## config.mk

```make
export PLATFORM = sky130hd
export DESIGN_NAME = chargen_sched
export DESIGN_NICKNAME = d
export VERILOG_FILES = /design/src/rtl/chargen_sched.sv
export SDC_FILE = /design/constraint.sdc
export NUM_CORES = 1
export LEC_CHECK = 0
export BUFFER_PORTS_ARGS = -buffer_cell sky130_fd_sc_hd__buf_4
export CORE_MARGIN = 2
export CORE_UTILIZATION = 55
export DETAILED_ROUTE_END_ITERATION = 7
export MAX_ROUTING_LAYER = met4
export PLACE_DENSITY = 0.84
export SLEW_MARGIN = 40
export SYNTH_ARGS = -nofsm -noshare
export SYNTH_HDL_FRONTEND = slang
export SYNTH_SLANG_ARGS = --single-unit
```

## constraint.sdc

```tcl
create_clock -name clk -period 2.9 [get_ports clk]
set_input_delay 0.725 -clock clk [delete_from_list [all_inputs] [get_ports clk]]
set_output_delay 0.725 -clock clk [all_outputs]
set_load 0.05 [all_outputs]
```

## src/rtl/chargen_sched.sv

```systemverilog
// chargen_sched: produces a cyclic ASCII stream into a FWFT char FIFO and
// drains that FIFO into a UART transmitter one byte at a time.
module chargen_sched #(
   parameter logic [7:0]  FIRST_CHAR = 8'h61,
   parameter logic [7:0]  LAST_CHAR  = 8'h7A,
   parameter bit          NEWLINE    = 1'b1,
   parameter int unsigned BURST      = 0,
   parameter int unsigned CNT_W      = 16
) (
   input  logic             clk,
   input  logic             rst,
   input  logic             en,
   input  logic             fifo_n_full,
   output logic             fifo_n_wr,
   output logic [7:0]       fifo_in,
   input  logic             fifo_n_empty,
   output logic             fifo_n_rd,
   input  logic [7:0]       fifo_out,
   input  logic             uart_busy,
   output logic             uart_start,
   output logic [7:0]       uart_data,
   output logic [CNT_W-1:0] sent_cnt,
   output logic             done
);

   localparam int unsigned BCNT_W = $clog2(BURST + 2);
   localparam logic [7:0]  CR     = 8'h0D;
   localparam logic [7:0]  LF     = 8'h0A;

   typedef enum logic [2:0] {P_IDLE, P_CHAR, P_CR, P_LF, P_STOP} pstate_t;
   typedef enum logic [1:0] {C_IDLE, C_WAIT, C_BUSY} cstate_t;

   pstate_t           p_state, p_next;
   cstate_t           c_state, c_next;
   logic [7:0]        ch, ch_next;
   logic [BCNT_W-1:0] wcnt, wcnt_next;
   logic              en_q;
   logic              en_rise;
   logic              wr_c;
   logic              load_c;
   logic              done_c;

   assign en_rise = en & ~en_q;

   // Producer state, current character, burst write count and enable history
   always_ff @(posedge clk or posedge rst) begin
      if (rst) begin
         p_state <= P_IDLE;
         ch      <= FIRST_CHAR;
         wcnt    <= '0;
         en_q    <= 1'b0;
      end else begin
         p_state <= p_next;
         ch      <= ch_next;
         wcnt    <= wcnt_next;
         en_q    <= en;
      end
   end

   // Producer next state: advance only on a committed write, restart a finished burst on en rise
   always_comb begin
      p_next    = p_state;
      ch_next   = ch;
      wcnt_next = wcnt;
      case (p_state)
         P_IDLE: begin
            if (en) p_next = P_CHAR;
         end
         P_CHAR, P_CR, P_LF: begin
            if (wr_c) begin
               case (p_state)
                  P_CHAR: begin
                     if (ch == LAST_CHAR) begin
                        ch_next = FIRST_CHAR;
                        if (NEWLINE) p_next = P_CR;
                     end else begin
                        ch_next = ch + 8'd1;
                     end
                  end
                  P_CR:    p_next = P_LF;
                  P_LF:    p_next = P_CHAR;
                  default: p_next = p_state;
               endcase
               if (BURST != 0) begin
                  wcnt_next = wcnt + BCNT_W'(1);
                  if (wcnt_next == BCNT_W'(BURST)) p_next = P_STOP;
               end
            end
         end
         P_STOP: begin
            if (en_rise) begin
               p_next    = P_CHAR;
               ch_next   = FIRST_CHAR;
               wcnt_next = '0;
            end
         end
         default: p_next = P_IDLE;
      endcase
   end

   // Producer outputs: write strobe and data follow the state directly
   always_comb begin
      wr_c = en & fifo_n_full & ((p_state == P_CHAR) | (p_state == P_CR) | (p_state == P_LF));
      fifo_n_wr = ~wr_c;
      case (p_state)
         P_CR:    fifo_in = CR;
         P_LF:    fifo_in = LF;
         default: fifo_in = ch;
      endcase
   end

   // Consumer state register
   always_ff @(posedge clk or posedge rst) begin
      if (rst) c_state <= C_IDLE;
      else     c_state <= c_next;
   end

   // Consumer next state: one handoff per UART busy cycle
   always_comb begin
      c_next = c_state;
      case (c_state)
         C_IDLE:  if (load_c) c_next = C_WAIT;
         C_WAIT:  if (uart_busy) c_next = C_BUSY;
         C_BUSY:  if (!uart_busy) c_next = C_IDLE;
         default: c_next = C_IDLE;
      endcase
   end

   // Consumer decode: when to hand a byte over, and when the whole burst has drained
   always_comb begin
      load_c = (c_state == C_IDLE) & fifo_n_empty & ~uart_busy;
      done_c = (BURST != 0) & (p_state == P_STOP) & ~fifo_n_empty &
               (c_state == C_IDLE) & ~uart_busy;
   end

   // Registered UART handoff, FIFO pop pulse, byte counter and done flag
   always_ff @(posedge clk or posedge rst) begin
      if (rst) begin
         uart_start <= 1'b0;
         fifo_n_rd  <= 1'b1;
         uart_data  <= 8'h00;
         sent_cnt   <= '0;
         done       <= 1'b0;
      end else begin
         uart_start <= load_c;
         fifo_n_rd  <= ~load_c;
         if (load_c) begin
            uart_data <= fifo_out;
            sent_cnt  <= sent_cnt + CNT_W'(1);
         end
         done <= done_c;
      end
   end

endmodule

```

==> impl_metrics.toml <==
[clock_tree]
cts_made_buffers = 5
cts.path.max_buffers = 2
clk_latency_ns = 0.33
root_buffer = "clkbuf_4"
cts_tree = "yes"
cts_repair_resize_count = 0
clk_pin_slew_ns = 0.11
ctsHoldBuffers = 0
cts.sinks = 38
htreeDepth = 2
postCtsSetupRepairBufs = 0

[yosys]
synth_compound_area_share_pct = 4.53
synth_mux_area_share_pct = 1.91
async_flop_share_pct = 100
synth_area_um2 = 1770
seq_area_frac_synth_pct = 54.1
synth_simple_gate_area_share_pct = 23.1
ys_seq_elements = 38
synth_cell_types = 35
synthFlopType = "dfrtp_1"
synthesis.nets = 191
synthXorXnorAreaFrac_pct = 9.41
synth_cells = 172
synth_top_family_by_area = "simple AND/OR/NAND/NOR gates"
post_synth.cell_area_avg_um2 = 10.3
synth_fa_ha_area_share_pct = 3.54
yosysWarnings = 0
synth_edf_count = 0

[critical_path]
cp_num_cells = 4
reg2reg_setup_slack_ns = 0.90
cp-start-kind = "flop"
path_class = "reg -> out"
r2r.worst_path.cells = 4
startpoint = "p_state[1]"
worst-path-buf-inv = 2
cp-end-kind = "output port"
reg2reg_from = "ch[5]"
crit_path_max_incr_delay_ns = 0.54
worstSetupEndpoint = "fifo_n_wr"
crit_path_max_fanout = 11
arrival_ns = 1.57
worst_ep_required_time_ns = 2.17
critPathTopFamily = "flip-flops"
critPathSlowestCell = "dfrtp_1"
cp_cell_sequence = "inv_1 -> ha_1 -> nand2b_1 -> buf_4"
r2r_end = "p_state[1]"

[timing]
fin_skew_ns = 0.00764
setup_viol = 0
fin_tns_setup_ns = 0
worst_slew_pin_slew_ns = 0.581
fin_crit_ns = 2.29
finalCritPeriodShare_pct = 79.1
fmax_ghz = 0.436
fin_ws_ns = 0.606
slew_violations = 0
hold_viol = 0
grt_setup_unrepaired = "false"
maxSlewHeadroom_pct = 61.0

[power_and_ir_drop]
p_clk_share_pct = 14.4
peakVddDrop_v = 0.000629
power.density_nw_per_um2 = 872
p_leak_nw = 1.13
seq_power_share_pct = 39.9
switchingPower_mw = 0.892
internal_power_mw = 1.05
swShare_pct = 45.9
combPwrFrac_pct = 45.7

[status]
status = "complete, no violations"

[placement]
preCtsSetupSlack_ns = 0.527
hpwl_um = 2650
port_buffers = 48
place_congestion = 0.869

[routing]
dr.pass1.iters = 4
final_antenna_net_count = 0
routedWlPerCell_um = 12.8
num_vias = 1357
drt-total-wl_um = 3440
drc = 0
via_per_inst = 5.04
drt_iter0_markers = 83

[die]
coreArea_um2 = 3050
die_w_um = 60.7
ios = 50
start_util_pct = 57.9
die_h_um = 60.7
die_area_um2 = 3680
row_count = 20

[final_layout]
nNetsFinal = 243
area_delta_synth_final_pct = 26.0
diodes = 0
final_core_util_pct = 73.0
final_layout_size_suffix_gt1_share_pct = 30.2

[global_route]
grt.overflow.total = 0
grt_pass1_vias = 1435
grt_antenna_before_repair = 0
grt.total_usage_pct = 23.0
grt_pass1_wl_um = 6050
grt_max_degree = 35

[worst_hold_path]
min_path_type = "in -> async"

[job]
drv_cap = 0
stage by stage:
step	cells	cell area (um^2)	hold slack (ns)	power (mW)
finish	269	2230	0.268	1.94
global route	269	2230	0.258	2.07
CTS	269	2230	0.250	1.97
detailed placement	261	2170	0.464	1.68
global placement	261	2170	0.460	1.64
floorplan	172	1770	0.446	1.40
state kept, by name (all words and copies together), names as in the netlist:
| register | cells |
|---|---|
| sent_cnt | 16 |
| ch | 8 |
| uart_data | 8 |
| c_state | 2 |
| p_state | 2 |
| fifo_n_rd | 1 |
| uart_start | 1 |
layer usage:
layer  GRT usage [%]  up-vias  wire length, um
li1                -      670                -
met1            27.8      642             1440
met2            36.7       43             1810
met3            5.97        2              185
met4            9.32        0               10
met5               -        -                0
cell families after synthesis:
| kind of cell | Yosys count |
|---|---|
| adder cells (fa/ha/maj) | 5 |
| buffers and inverters | 12 |
| multiplexers | 3 |
| XOR/XNOR | 19 |
| AO/OA/AOI/OAI | 13 |
| flip-flops | 38 |
| AND/OR/NAND/NOR | 81 |
| other | 1 |
cell usage after synthesis (all sizes together), types with 3 or more instances:
master   n  area (um^2)
nor2b    4         25.0
nand2   42          158
o21ai    6         30.0
nor2     6         22.5
inv      7         26.3
ha       5         62.6
nand3    7         35.0
xnor2   11         96.3
clkbuf   3         11.3
and3     3         18.8
mux2     3         33.8
dfstp    4          105
dfrtp   34          851
and2     3         18.8
nor3     4         20.0
xor2     8         70.1
area by class of cell:
cell class                      instances  area, um^2
Clock buffer                            7        55.1
Clock inverter                          1        5.00
Fill cell                             230         825
Inverter                                7        26.3
Multi-Input combinational cell        122         756
Sequential cell                        38         956
Tap cell                               44        55.1
Timing Repair Buffer                   50         375
worst min-delay path by stage:
stage,cells past startpoint,endpoint
after detailed placement,2,uart_data[3]
final,2,ch[3]
after global routing,2,ch[3]
after CTS,2,ch[3]
after global placement,1,c_state[0]
after floorplan,1,c_state[0]
cell usage in the layout, fill, tap and decap left out, drive strengths merged, types with 2 or more instances in the layout:
| cell type | instances |
|---|---|
| dfstp | 4 |
| nor2 | 6 |
| nor3 | 4 |
| nand2 | 42 |
| ha | 5 |
| buf | 50 |
| xor2 | 8 |
| or2 | 2 |
| or4b | 2 |
| inv | 7 |
| clkbuf | 7 |
| nor2b | 4 |
| and2 | 3 |
| nand3 | 7 |
| mux2 | 3 |
| nor4 | 2 |
| dfrtp | 34 |
| xnor2 | 11 |
| nor4b | 2 |
| nand4 | 2 |
| o21ai | 6 |
| and3 | 3 |
worst register-to-register path: cells and delay by family (launching register included):
| family | cells | cell delay (ns) |
|---|---|---|
| mux | 1 | 0.36 |
| simple gates | 2 | 0.74 |
| compound gates | 1 | 0.21 |
| flops | 1 | 0.58 |
power by group through the flow:
stage | registers (mW) | clock network, mW | logic [mW]
finish | 0.776 | 0.279 | 0.888
global route | 0.799 | 0.316 | 0.957
CTS | 0.778 | 0.292 | 0.896
detailed placement | 0.784 | 0 | 0.892
global placement | 0.774 | 0 | 0.863
floorplan | 0.969 | 0 | 0.434
Note: power is estimated with default switching activity, not from simulation.
